===== config.mk =====
export PLATFORM = sky130hd
export DESIGN_NAME = sequence_generator
export DESIGN_NICKNAME = d
export VERILOG_FILES = /design/src/rtl/sequence_generator.sv
export SDC_FILE = /design/constraint.sdc
export NUM_CORES = 1
export LEC_CHECK = 0
export BUFFER_PORTS_ARGS = -buffer_cell sky130_fd_sc_hd__buf_2
export CORE_UTILIZATION = 56
export CTS_BUF_LIST = sky130_fd_sc_hd__clkbuf_4
export DETAILED_ROUTE_END_ITERATION = 10
export PLACE_DENSITY = 0.81
export SETUP_SLACK_MARGIN = 0.2
export SYNTH_ARGS = -nofsm -noshare
export SYNTH_HDL_FRONTEND = slang
export SYNTH_SLANG_ARGS = --single-unit

===== constraint.sdc =====
create_clock -name clk -period 2.4 [get_ports clk]
set_clock_uncertainty 0.2 [all_clocks]
set_input_delay 0.36 -clock clk [delete_from_list [all_inputs] [get_ports clk]]
set_output_delay 0.36 -clock clk [all_outputs]
set_load 0.01 [all_outputs]

===== src/rtl/sequence_generator.sv =====
// Emits the 8-symbol detection pattern over a valid/ready link, repeated for a
// latched number of passes with optional idle gaps and one optionally corrupted position.
module sequence_generator #(
    parameter int SYM_W      = 3,
    parameter int SEQ_LEN    = 8,
    parameter int GAP_CYCLES = 2
) (
    input  logic             clk,
    input  logic             reset,
    input  logic             start,
    input  logic [7:0]       repeat_cnt,
    input  logic             corrupt_en,
    input  logic [2:0]       corrupt_idx,
    input  logic             data_ready,
    output logic [SYM_W-1:0] data_out,
    output logic             data_valid,
    output logic             busy,
    output logic             done,
    output logic [2:0]       sym_idx,
    output logic [1:0]       fsm_state
);

    // Handshake: a symbol moves on a rising edge where data_valid and data_ready
    // are both 1; while data_valid=1 and data_ready=0, data_out and sym_idx hold,
    // and data_valid never drops until the pass completes.

    typedef enum logic [1:0] {
        IDLE = 2'd0,
        SEND = 2'd1,
        GAP  = 2'd2
    } state_t;

    localparam int             GW       = (GAP_CYCLES > 1) ? $clog2(GAP_CYCLES) : 1;
    localparam logic [2:0]     LAST_IDX = 3'(SEQ_LEN - 1);
    localparam logic [GW-1:0]  GAP_LAST = GW'((GAP_CYCLES > 0) ? GAP_CYCLES - 1 : 0);

    state_t        state;
    state_t        next_state;
    logic [7:0]    pass_left;
    logic [GW-1:0] gap_cnt;
    logic          cfg_corrupt_en;
    logic [2:0]    cfg_corrupt_idx;
    logic          xfer;
    logic          pass_end;
    logic          last_pass;
    logic [2:0]    sym;

    function automatic logic [2:0] pattern(input logic [2:0] idx);
        case (idx)
            3'd0:    pattern = 3'b001;
            3'd1:    pattern = 3'b101;
            3'd2:    pattern = 3'b110;
            3'd3:    pattern = 3'b000;
            3'd4:    pattern = 3'b110;
            3'd5:    pattern = 3'b110;
            3'd6:    pattern = 3'b011;
            default: pattern = 3'b101;
        endcase
    endfunction

    assign xfer      = (state == SEND) && data_ready;
    assign pass_end  = xfer && (sym_idx == LAST_IDX);
    assign last_pass = (pass_left <= 8'd1);

    always_ff @(posedge clk) begin
        if (reset) begin
            state <= IDLE;
        end else begin
            state <= next_state;
        end
    end

    always_comb begin
        next_state = state;
        case (state)
            IDLE: begin
                if (start) next_state = SEND;
            end
            SEND: begin
                if (pass_end) begin
                    if (last_pass)            next_state = IDLE;
                    else if (GAP_CYCLES > 0)  next_state = GAP;
                    else                      next_state = SEND;
                end
            end
            GAP: begin
                if (gap_cnt == GAP_LAST) next_state = SEND;
            end
            default: next_state = IDLE;
        endcase
    end

    // Datapath: symbol index, remaining passes, gap timer, latched config, done pulse.
    always_ff @(posedge clk) begin
        if (reset) begin
            sym_idx         <= 3'd0;
            pass_left       <= 8'd0;
            gap_cnt         <= '0;
            cfg_corrupt_en  <= 1'b0;
            cfg_corrupt_idx <= 3'd0;
            done            <= 1'b0;
        end else begin
            done <= 1'b0;
            case (state)
                IDLE: begin
                    if (start) begin
                        sym_idx         <= 3'd0;
                        pass_left       <= (repeat_cnt == 8'd0) ? 8'd1 : repeat_cnt;
                        cfg_corrupt_en  <= corrupt_en;
                        cfg_corrupt_idx <= corrupt_idx;
                    end
                end
                SEND: begin
                    if (pass_end) begin
                        sym_idx   <= 3'd0;
                        gap_cnt   <= '0;
                        pass_left <= pass_left - 8'd1;
                        done      <= last_pass;
                    end else if (xfer) begin
                        sym_idx <= sym_idx + 3'd1;
                    end
                end
                GAP: begin
                    gap_cnt <= gap_cnt + 1'b1;
                end
                default: ;
            endcase
        end
    end

    always_comb begin
        data_valid = 1'b0;
        busy       = 1'b0;
        data_out   = '0;
        sym        = pattern(sym_idx);
        if (cfg_corrupt_en && (sym_idx == cfg_corrupt_idx)) sym = ~sym;
        case (state)
            SEND: begin
                data_valid = 1'b1;
                busy       = 1'b1;
                data_out   = SYM_W'(sym);
            end
            GAP: begin
                busy = 1'b1;
            end
            default: ;
        endcase
        fsm_state = state;
    end

endmodule


After elaboration in Yosys (flattened, before gate mapping)
Index checks and enable logic that the tools add are counted.
{ "op_classes": {"n_addsub": 3, "mul": 0, "div_mod_pow": 0, "n_lt_le_gt_ge": 1, "eq_ne": 13, "shifts": 0, "muxes": 20, "n_bitwise": 3, "reduce_logical": 16} }
{ "op_table": {"columns": ["op", "n"], "rows": [
  ["two-way mux 8 bit", 3],
  ["one-hot mux 8 bit (2 select lines)", 1],
  ["two-way mux 3 bit", 5],
  ["== test 3 bit, second input constant", 4],
  ["one-hot mux 3 bit (4 select lines)", 1],
  ["AND reduction 3 bit", 3],
  ["<= comparator 8 x 1 -> 1 bit, second input constant", 1],
  ["zero test 8 bit", 1],
  ["two-way mux 2 bit", 4],
  ["subtractor 8 x 1 -> 8 bit, second input constant", 1],
  ["== test 3 x 2 -> 1 bit, second input constant", 2],
  ["inequality test 2 bit, second input constant", 3],
  ["one-hot mux 2 bit (3 select lines)", 1],
  ["one-hot mux 3 bit (2 select lines)", 1],
  ["OR reduction 3 bit", 2],
  ["AND reduction 2 bit", 2],
  ["nonzero test 2 bit", 2],
  ["adder 3 x 1 -> 3 bit, second input constant", 1],
  ["== test 3 bit", 1],
  ["logical AND 1 bit", 3],
  ["zero test 3 bit", 1],
  ["two-way mux 1 bit", 3],
  ["inequality test 3 bit, second input constant", 1],
  ["NOT 3 bit", 1],
  ["7 further kinds", 8]
]} }
{ "totals": {"reg_bits": 19, "latch_bits": 0, "ram_bits": 0, "mem_bits_ro": 0, "inputBits": 16, "word_cells": 63, "n_memories": 0} }

Depth between registers and ports, before layout
Gate-level depths: netlist (run 1).
{ "logic_depth": {"word_depth": 6, "mapped_depth": 8} }

Worst setup path before layout (run 1)
OpenSTA, ideal clock, no wires.
{ "synth_path": {"path_kind": "reg2out", "start": "register sym_idx[2]", "end": "output data_out[2]", "arrival_ns": 1.450, "path_slack_ns": 0.390, "path_stages_with_launch": 7, "cell_sequence": "dfxtp_1 > buf_2 > inv_1 > ha_1 > nor4_1 > o21a_1 > o21a_1"} }
{ "synth_via": {"elab_chain_cells": 6, "elab_cells_between_ends": 13, "classes_between": "6 x eq/ne; 3 x mux; 1 x bitwise; 3 x reduce/logical"} }
{ "synth_lines": {"columns": ["item", "line_no", "rtl"], "rows": [
  ["from (decl)", "19", "output logic [2:0] sym_idx,"],
  ["from (signal assigned)", "120", "sym_idx <= sym_idx + 3'd1;"],
  ["== test 3 bit / == test 3 x 2 -> 1 bit (equally long branches)", "49", "case (idx)"],
  ["OR reduction 3 bit (no line)", null, null],
  ["one-hot mux 3 bit (4 select lines)", "49", null],
  ["NOT 3 bit", "136", "if (cfg_corrupt_en && (sym_idx == cfg_corrupt_idx)) sym = ~sym;"],
  ["two-way mux 3 bit *", "136", null],
  ["two-way mux 3 bit *", "137", "case (state)"],
  ["to (decl)", "15", "output logic [SYM_W-1:0] data_out,"]
]} }
Mark *: on every way between the ends. The rest lies on a longest branch, timed or not.

Final worst setup path (run 1)
{ "layout_path": {"start": "register sym_idx[1]", "end": "output data_out[2]"} }
Same word-level chain as after synthesis.

==> impl_metrics.env, run 1 <==
export IMPL_switching_share_pct=45.99
export IMPL_cp_end_kind="output port"
export IMPL_drc_errors=0
export IMPL_yosysWarnings=0
export IMPL_critical_path_max_fanout=5
export IMPL_synth_compound_area_share_pct=18.59
export IMPL_crit_slowest_cell="dfxtp_4"
export IMPL_grt_setup_unrepaired="yes"
export IMPL_vdd_drop_max_mv=0.6362
export IMPL_grt_max_degree=20
export IMPL_via_count=1272
export IMPL_synth_simple_gate_area_share_pct=24.88
export IMPL_max_slew_margin_pct=74.55
export IMPL_critPathTopFamily="flip-flops"
export IMPL_drt_wl_total_mm=3.282
export IMPL_setup_violations=0
export IMPL_fmax_mhz=430.3
export IMPL_cts_hold_buf=0
export IMPL_hold_path_class="input pin to flip-flop"
export IMPL_yosys_register_bits=19
export IMPL_r2r_end="sym_idx[1]"
export IMPL_fin_ws_ns=0.07618
export IMPL_pin_count=27
export IMPL_required_ns=1.84
export IMPL_synth_top_flop_cell="dfxtp_1"
export IMPL_port_buffers=26
export IMPL_crit_cells=7
export IMPL_synth_area_leader_cell="dfxtp_1"
export IMPL_fin_crit_ns=2.324
export IMPL_whs_endpoint="cfg_corrupt_idx[0]"
export IMPL_path_class="flip-flop to output port"
export IMPL_startpoint_type="flip-flop"
export IMPL_hold_start="corrupt_idx[0]"
export IMPL_path_cells="buf_4 > ha_2 > mux2i_1 > nand2_1 > o21a_1 > o21a_1 > buf_2"
export IMPL_core_rowCount=17
export IMPL_reg2reg_depth=6
export IMPL_initial_core_util_pct=59.33
export IMPL_r2r_start="fsm_state[0]"
export IMPL_synthAdderAreaFrac_pct=11.44
export IMPL_rrSetupSlack_ns=0.41
export IMPL_die_area_um2=2541
export IMPL_numCtsBuffers=3
export IMPL_fin_crit_sh_pct=96.83
export IMPL_whs_path_depth=3
export IMPL_cts_buffer_depth=2
export IMPL_grt_pass1_vias=1166
export IMPL_diodes=0
export IMPL_layoutNonFillerInstCount=220
export IMPL_status="complete, no violations"
export IMPL_p_per_area_nw_per_um2=1021
export IMPL_final_max_slew_viol_count=0
export IMPL_htree_levels=1
export IMPL_dp_slack_ns=0.1492
export IMPL_p_int_uw=887.4
export IMPL_drt_iter0_markers=33
export IMPL_setup_tns_final_ns=0
export IMPL_drive_above_1_share_pct=31.25
export IMPL_grt_overflow=0
export IMPL_antenna_found_initial=0
export IMPL_ctsRootBufferMaster="clkbuf_4"
export IMPL_globalRoute_busiestLayer="met2"
export IMPL_hold_viol=0
export IMPL_syn_area_per_cell_um2=8.102
export IMPL_grt_met3_usage_pct=4.242
export IMPL_viasPerCell=5.782
export IMPL_combPwrFrac_pct=57.3
export IMPL_max_slew_worst_pin_slew_ns=0.3789
export IMPL_fin_nets=221
export IMPL_die_h_um=50.41
export IMPL_leakage_nw=0.6765
export IMPL_routabilityCongestion=0.8477
export IMPL_gr_usage_met1_pct=33.46
export IMPL_dp_cells=209
export IMPL_clock_latency_ns=0.31
export IMPL_crit_top_cell="o21a_1"
export IMPL_dpl_hpwl_mm=2.206
export IMPL_async_flop_share_pct=0
export IMPL_hold_ws_ns=0.09819
export IMPL_syn_num_nets=190
export IMPL_netlist_top_cells_area="dfxtp_1 29%, ha_1 11%, nor2_1 5.4%"
export IMPL_synth_top_family_by_area="simple AND/OR/NAND/NOR gates"
export IMPL_worst_path_buf_inv=2
export IMPL_core_um2=2212
export IMPL_syn_area_um2=1313
export IMPL_grt_util_met2_pct=46.67
export IMPL_drt_antenna_violating_nets=0
export IMPL_worstPathArrival_ns=1.76
export IMPL_p_sw_uw=755.7
export IMPL_ys_seq_area_share_pct=28.98
export IMPL_syn2layout_area_growth_pct=22.59
export IMPL_clockPowerShare_pct=11.1
export IMPL_synth_edff_count=0
export IMPL_syn_inst=162
export IMPL_cts_tree="built"
export IMPL_slowest_delay_ns=0.38
export IMPL_first_pass_iters=5
export IMPL_track_usage_pct=27.34
export IMPL_cts_clk_slew_worst_paths_ns=0.10
export IMPL_maxCapViolations=0
export IMPL_wl_per_cell_um=14.92
export IMPL_p_seq_share_pct=31.7
export IMPL_fp_dieW_um=50.41
export IMPL_synth_xor_area_share_pct=3.337
export IMPL_grt_pass1_wl_mm=5.202
export IMPL_synth_mux_area_fraction_pct=6.482
export IMPL_clkSinkCount=19
export IMPL_synth_top_area_share_pct=28.98
export IMPL_ys_types=38
## cells in the mapped netlist, types with 2 or more instances
| master | n |
|---|---|
| a21oi_1 | 14 |
| dfxtp_1 | 19 |
| nand4_1 | 2 |
| o21ai_0 | 7 |
| mux2i_1 | 6 |
| a211oi_1 | 4 |
| o21a_1 | 2 |
| nor2_1 | 19 |
| nand3_1 | 6 |
| nor2b_1 | 6 |
| xnor2_1 | 4 |
| buf_4 | 2 |
| clkbuf_1 | 2 |
| a21o_1 | 2 |
| nor3_1 | 7 |
| nor4_1 | 3 |
| nand2b_1 | 3 |
| ha_1 | 12 |
| buf_2 | 3 |
| inv_1 | 9 |
| nand2_1 | 13 |
## worst max path at each step
stage / slack (ns) / to / startpoint
2_1_floorplan: 0.39 / data_out[2] / sym_idx[2]
3_3_place_gp: 0.32 / data_out[2] / sym_idx[0]
3_5_place_dp: 0.15 / data_out[2] / sym_idx[0]
4_1_cts: 0.11 / data_out[2] / sym_idx[1]
5_1_grt: 0.01 / data_out[2] / sym_idx[1]
6_report: 0.08 / data_out[2] / sym_idx[1]
## sequential cells by signal (all words and copies together) (netlist names)
register,cells
cfg_corrupt_en,1
cfg_corrupt_idx,3
fsm_state,2
sym_idx,3
gap_cnt,1
done,1
pass_left,8
## cells in the final DEF (no fill, tap or decap), types with 4 or more instances in the layout
master     n
ha_2       4
a211oi_1   4
a21oi_1   14
ha_1       6
nor2b_1    6
inv_1      8
nand3_1    6
clkbuf_4   4
buf_2     26
buf_4      6
nand2_1   13
nor3_1     6
o21ai_0    7
mux2i_1    6
nor2_1    19
dfxtp_1   16
## power groups by stage
stage	Sequential, mW	Clock (mW)	Combinational [mW]
after floorplan	0.505	0	0.686
after global placement	0.518	0	0.805
after detailed placement	0.526	0	0.846
after CTS	0.515	0.182	0.904
after global routing	0.533	0.193	1.03
final	0.520	0.182	0.941
## per-stage QoR
step	instance area, um2	power, mW	util, %
3_5_place_dp	1436	1.372	64.93
2_1_floorplan	1313	1.190	-
6_report	1609	1.643	72.74
4_1_cts	1590	1.602	71.89
3_3_place_gp	1436	1.324	64.93
5_1_grt	1609	1.758	72.74
## tightest hold or removal path: stages
cell	delay, ns
buf_2	0.10
nand3_1	0.05
a21oi_1	0.05
## layer usage
layer  up-vias  routed length, um
met3         7                127
met5         -                  0
li1        630                  -
met1       593               1399
met2        42               1694
met4         0                 60
## layout make-up
class,count,area (um2)
Fill cell,186,603.1
Clock buffer,4,30.03
Timing Repair Buffer,34,197.7
Multi-Input combinational cell,126,917.1
Sequential cell,19,391.6
Inverter,9,37.54
Tap cell,28,35.03
## kinds of logic (layout without fill, tap and decap cells)
family	Yosys count	in the layout
adders and majority gates	12	12
and+or+nand+nor	64	64
buffers and inverters	17	47
muxes	8	8
DFF	19	19
xor gates and xnor gates	5	5
AOI/OAI and AO/OA	37	37
## what timing repair did
action / in CTS / in global routing
resized for setup: 18 / 4
pin swaps: 8 / 3
setup buffers: 7 / 0
endpoints found under the setup margin: 3 / 8
No activity file was read; power rests on OpenSTA's default activity.
==> run 2: changes to the inputs <==
--- a/config.mk
+++ b/config.mk
@@ -6,10 +6,10 @@
 export NUM_CORES = 1
 export LEC_CHECK = 0
 export BUFFER_PORTS_ARGS = -buffer_cell sky130_fd_sc_hd__buf_2
-export CORE_UTILIZATION = 56
+export CORE_UTILIZATION = 45
 export CTS_BUF_LIST = sky130_fd_sc_hd__clkbuf_4
 export DETAILED_ROUTE_END_ITERATION = 10
-export PLACE_DENSITY = 0.81
+export PLACE_DENSITY = 0.68
 export SETUP_SLACK_MARGIN = 0.2
 export SYNTH_ARGS = -nofsm -noshare
 export SYNTH_HDL_FRONTEND = slang
==> run 2 against run 1 <==
Against the previous run: via count is 4.3% lower; clock-buffer cell count is the same; die area grew 23%; critical path depth decreased by 1; final area fell by 1.6%; sequential power hardly changed; cell count shrank 0.45%; largest cell class unchanged.
==> impl_metrics.env, run 2 (synthesized netlist as in run 1, its figures left out) <==
export IMPL_clkSinkCount=19
export IMPL_worstPathArrival_ns=1.73
export IMPL_core_um2=2758
export IMPL_viasPerCell=5.557
export IMPL_first_pass_iters=4
export IMPL_drt_iter0_markers=52
export IMPL_max_slew_margin_pct=74.28
export IMPL_regMostFlops="pass_left"
export IMPL_fin_nets=217
export IMPL_startpoint_type="flip-flop"
export IMPL_die_h_um=56.01
export IMPL_routabilityCongestion=0.7980
export IMPL_fin_crit_sh_pct=95.41
export IMPL_reg2reg_depth=6
export IMPL_setup_tns_final_ns=0
export IMPL_hold_viol=0
export IMPL_grt_pass1_wl_mm=5.085
export IMPL_p_per_area_nw_per_um2=1011
export IMPL_combPwrFrac_pct=56.4
export IMPL_whs_path_depth=3
export IMPL_vdd_drop_max_mv=0.6964
export IMPL_p_sw_uw=724.3
export IMPL_initial_core_util_pct=47.60
export IMPL_rrSetupSlack_ns=0.42
export IMPL_switching_share_pct=45.28
export IMPL_final_max_slew_viol_count=0
export IMPL_track_usage_pct=20.20
export IMPL_pin_count=27
export IMPL_diodes=0
export IMPL_numCtsBuffers=3
export IMPL_maxCapViolations=0
export IMPL_multi_input_comb_area_um2=922.1
export IMPL_grt_overflow=0
export IMPL_via_count=1217
export IMPL_leakage_nw=0.6467
export IMPL_drt_wl_total_mm=2.936
export IMPL_drive_above_1_share_pct=30.85
export IMPL_whs_endpoint="cfg_corrupt_en"
export IMPL_layout_common_cells="26 x buf_2, 19 x nor2_1, 16 x dfxtp_1, 14 x a21oi_1, 13 x nand2_1"
export IMPL_fin_crit_ns=2.290
export IMPL_cts_tree="built"
export IMPL_path_class="flip-flop to output port"
export IMPL_core_rowCount=19
export IMPL_dpl_hpwl_mm=2.106
export IMPL_cts_buffer_depth=2
export IMPL_die_area_um2=3137
export IMPL_hold_start="corrupt_en"
export IMPL_drc_errors=0
export IMPL_cp_end_kind="output port"
export IMPL_fp_dieW_um=56.01
export IMPL_grt_max_degree=20
export IMPL_r2r_start="fsm_state[0]"
export IMPL_port_buffers=26
export IMPL_p_int_uw=875.4
export IMPL_clockPowerShare_pct=11.3
export IMPL_hold_path_class="input pin to flip-flop"
export IMPL_clock_latency_ns=0.30
export IMPL_fmax_mhz=436.7
export IMPL_max_slew_worst_pin_slew_ns=0.3850
export IMPL_antenna_found_initial=0
export IMPL_largest_reg_flops=8
export IMPL_ctsRootBufferMaster="clkbuf_4"
export IMPL_cts_hold_buf=0
export IMPL_wl_per_cell_um=13.41
export IMPL_hold_ws_ns=0.09925
export IMPL_setup_violations=0
export IMPL_fillers=262
export IMPL_status="complete, no violations"
export IMPL_htree_levels=1
export IMPL_grt_pass1_vias=1155
export IMPL_syn2layout_area_growth_pct=20.59
export IMPL_r2r_end="sym_idx[1]"
export IMPL_reg_top3="pass_left: 8 flops, cfg_corrupt_idx: 3 flops, sym_idx: 3 flops"
export IMPL_layout_commonest_cell="buf_2"
export IMPL_critical_path_max_fanout=7
export IMPL_seqCellArea_um2=391.6
export IMPL_drt_antenna_violating_nets=0
export IMPL_p_seq_share_pct=32.3
export IMPL_cts_clk_slew_worst_paths_ns=0.11
export IMPL_required_ns=1.84
export IMPL_grt_setup_unrepaired="yes"
## run 2: metrics by stage
step	instance area (um2)	worst slack, ns	utilization, %	power (mW)	instances
after floorplan	1313	0.3896	-	1.190	162
after global placement	1440	0.3072	52.22	1.333	212
after detailed placement	1440	0.2465	52.22	1.360	212
after CTS	1570	0.1351	56.94	1.587	219
after global routing	1583	0.04592	57.40	1.732	219
final	1583	0.1102	57.40	1.600	219
## run 2: critical path, stage by stage, from the launching register on
cell	delay, ns
dfxtp_4	0.40
ha_4	0.18
ha_4	0.17
nor4_4	0.30
o21a_1	0.17
o21a_1	0.10
buf_2	0.12
## run 2: metal layers
layer / routed length (um) / GRT usage, % / vias to the layer above
met5: 0 / 0 / -
met4: 53 / 6.969 / 0
met3: 74 / 2.093 / 6
met2: 1430 / 34.86 / 23
met1: 1378 / 26.12 / 568
li1: - / - / 620
## run 2: layout make-up
cell class / count / share of cell area (%)
multi-input cells: 126 / 58.26
flip-flops and latches: 19 / 24.74
repair buffers: 30 / 10.12
inverters: 9 / 2.530
well taps: 31 / 2.451
clock buffers: 4 / 1.897
## run 2: how the worst max path moves through the flow
stage / end / start / cells after the start / slack (ns)
after floorplan: data_out[2] / sym_idx[2] / 6 / 0.39
after global placement: data_out[2] / sym_idx[0] / 6 / 0.31
after detailed placement: data_out[2] / sym_idx[0] / 6 / 0.25
after CTS: data_out[2] / sym_idx[1] / 6 / 0.14
after global routing: data_out[2] / sym_idx[1] / 6 / 0.05
final: data_out[2] / sym_idx[1] / 6 / 0.11
## run 2: power by group through the flow
| stage | logic [mW] | clock network, mW | registers [mW] |
|---|---|---|---|
| 6_report | 0.902 | 0.180 | 0.517 |
| 5_1_grt | 1.00 | 0.198 | 0.533 |
| 4_1_cts | 0.887 | 0.186 | 0.514 |
| 3_5_place_dp | 0.837 | 0 | 0.523 |
| 3_3_place_gp | 0.813 | 0 | 0.519 |
| 2_1_floorplan | 0.686 | 0 | 0.505 |
## run 2: what timing repair did
| action | CTS | global route |
|---|---|---|
| hold endpoints to repair | 0 | 0 |
| buffers inserted | 3 | 0 |
| setup endpoints to repair | 3 | 7 |
| pin swaps | 8 | 5 |
| resized for setup | 18 | 5 |
==> run 3: changes to the inputs <==
==> constraint.sdc (replaced) <==
create_clock -name clk -period 2.2 [get_ports clk]
set_clock_uncertainty 0.2 [all_clocks]
set_input_delay 0.33 -clock clk [delete_from_list [all_inputs] [get_ports clk]]
set_output_delay 0.33 -clock clk [all_outputs]
set_load 0.01 [all_outputs]
==> run 3 against run 2 <==
Against the previous run: the run now ends with negative setup slack left; cell count grew 3.2%; worst hold slack lost 0.028 ns; die area is the same; utilization grew 5.4 points; largest cell class unchanged; register-to-register slack lost 0.12 ns.
==> impl_metrics.env, run 3 (synthesized netlist as in run 1, its figures left out) <==
export IMPL_pin_count=27
export IMPL_r2r_end="pass_left[1]"
export IMPL_hold_start="corrupt_idx[0]"
export IMPL_reg2reg_depth=6
export IMPL_startpoint_type="flip-flop"
export IMPL_die_h_um=56.01
export IMPL_p_per_area_nw_per_um2=1103
export IMPL_fmax_mhz=438.4
export IMPL_path_class="flip-flop to output port"
export IMPL_diodes=0
export IMPL_cts_clk_slew_worst_paths_ns=0.11
export IMPL_drive_above_1_share_pct=36.92
export IMPL_fin_ws_ns=-0.08099
export IMPL_wl_per_cell_um=13.98
export IMPL_grt_setup_unrepaired="yes"
export IMPL_drt_antenna_violating_nets=0
export IMPL_whs_path_depth=3
export IMPL_maxCapViolations=0
export IMPL_layoutNonFillerInstCount=226
export IMPL_seqCellArea_um2=390.4
export IMPL_antenna_found_initial=0
export IMPL_critPathTopFamily="flip-flops"
export IMPL_fin_nets=224
export IMPL_rrSetupSlack_ns=0.30
export IMPL_critical_path_max_fanout=6
export IMPL_via_count=1242
export IMPL_fin_crit_ns=2.281
export IMPL_grt_max_degree=20
export IMPL_first_pass_iters=4
export IMPL_path_cells="ha_4 > ha_4 > nor4_4 > nor3_2 > o21a_1 > buf_2"
export IMPL_fillers=238
export IMPL_die_area_um2=3137
export IMPL_multi_input_comb_area_um2=1018
export IMPL_worstPathArrival_ns=1.75
export IMPL_drc_errors=0
export IMPL_drt_wl_total_mm=3.159
export IMPL_grt_pass1_wl_mm=5.285
export IMPL_reg_top3="pass_left: 8 flops, cfg_corrupt_idx: 3 flops, sym_idx: 3 flops"
export IMPL_viasPerCell=5.496
export IMPL_p_seq_share_pct=30.0
export IMPL_worst_path_buf_inv=1
export IMPL_p_total_mw=1.911
export IMPL_cts_tree="built"
export IMPL_crit_slowest_cell="dfxtp_4"
export IMPL_clock_latency_ns=0.30
export IMPL_slowest_delay_ns=0.39
export IMPL_leakage_nw=0.7016
export IMPL_whs_endpoint="cfg_corrupt_idx[0]"
export IMPL_final_max_slew_viol_count=0
export IMPL_setup_violations=1
export IMPL_dp_cells=214
export IMPL_syn2layout_area_growth_pct=31.94
export IMPL_fin_crit_sh_pct=103.7
export IMPL_routabilityCongestion=0.7895
export IMPL_htree_levels=1
export IMPL_grt_pass1_vias=1158
export IMPL_clkSinkCount=19
export IMPL_post_dp_cell_area_um2=1455
export IMPL_dpl_hpwl_mm=2.182
export IMPL_max_slew_worst_pin_slew_ns=0.3918
export IMPL_p_sw_uw=856.5
export IMPL_layout_common_cells="26 x buf_2, 19 x nor2_1, 15 x dfxtp_1, 14 x a21oi_1, 13 x nand2_1"
export IMPL_grt_overflow=0
export IMPL_cts_buffer_depth=2
export IMPL_required_ns=1.67
export IMPL_clockPowerShare_pct=10.1
export IMPL_max_slew_margin_pct=73.69
export IMPL_r2r_start="sym_idx[1]"
export IMPL_hold_viol=0
export IMPL_hold_path_class="input pin to flip-flop"
export IMPL_fp_dieW_um=56.01
export IMPL_port_buffers=26
export IMPL_violations="negative setup slack"
export IMPL_setup_tns_final_ns=-0.08099
export IMPL_status="finished with violations"
export IMPL_cp_end_kind="output port"
export IMPL_drt_iter0_markers=29
export IMPL_vdd_drop_max_mv=0.8067
export IMPL_combPwrFrac_pct=59.9
export IMPL_track_usage_pct=20.96
export IMPL_final_area_um2=1732
export IMPL_switching_share_pct=44.83
export IMPL_layout_commonest_cell="buf_2"
export IMPL_core_rowCount=19
export IMPL_regMostFlops="pass_left"
export IMPL_core_um2=2758
export IMPL_largest_reg_flops=8
export IMPL_ctsRootBufferMaster="clkbuf_4"
export IMPL_numCtsBuffers=3
export IMPL_crit_top_cell="ha_4"
export IMPL_cts_hold_buf=0
export IMPL_initial_core_util_pct=47.60
export IMPL_p_int_mw=1.054
run 3: area by class of cell:
cell class / instances / share of cell area, %
multi-input cells: 127 / 58.82
flip-flops and latches: 19 / 22.54
repair buffers: 36 / 12.50
well taps: 31 / 2.240
inverters: 9 / 2.168
clock buffers: 4 / 1.734
run 3: how the worst max path moves through the flow:
stage,startpoint,end,cells past startpoint
6_report,sym_idx[1],data_out[2],6
5_1_grt,sym_idx[1],data_out[2],6
3_5_place_dp,sym_idx[0],data_out[2],6
4_1_cts,sym_idx[1],data_out[2],6
2_1_floorplan,sym_idx[2],data_out[2],6
3_3_place_gp,sym_idx[1],data_out[2],6
run 3: timing repair:
item / 4_1_cts / 5_1_grt
gates cloned: 0 / 1
pin swaps: 9 / 5
setup buffers: 5 / 2
endpoints found under the setup margin: 7 / 16
gates resized for setup: 30 / 9
run 3: layer usage:
layer | part of all wire, % | track usage [%] | up-vias
met3 | 2.4 | 2.326 | 6
met2 | 51 | 35.37 | 21
met5 | 0 | 0 | -
met4 | 1.3 | 6.620 | 0
met1 | 45 | 27.99 | 580
li1 | - | - | 635
run 3: worst min-delay path: stages:
cell and delay [ns]:
buf_2 0.09, nand3_1 0.05, a21oi_1 0.05
run 3: metrics by stage:
stage / hold slack, ns / util [%] / worst slack, ns
after global placement: 0.2453 / 52.77 / 0.1777
final: 0.07162 / 62.79 / -0.08099
after floorplan: 0.2367 / - / 0.2196
after detailed placement: 0.2546 / 52.77 / 0.09387
after CTS: 0.07213 / 60.44 / -0.05757
after global routing: 0.07831 / 62.79 / -0.1659
run 3: power by group through the flow:
stage | clock, mW | combinational, mW | sequential, mW
after floorplan | 0 | 0.748 | 0.551
after global placement | 0 | 0.895 | 0.561
after detailed placement | 0 | 0.932 | 0.566
after CTS | 0.194 | 1.03 | 0.563
after global routing | 0.205 | 1.25 | 0.589
final | 0.193 | 1.15 | 0.573
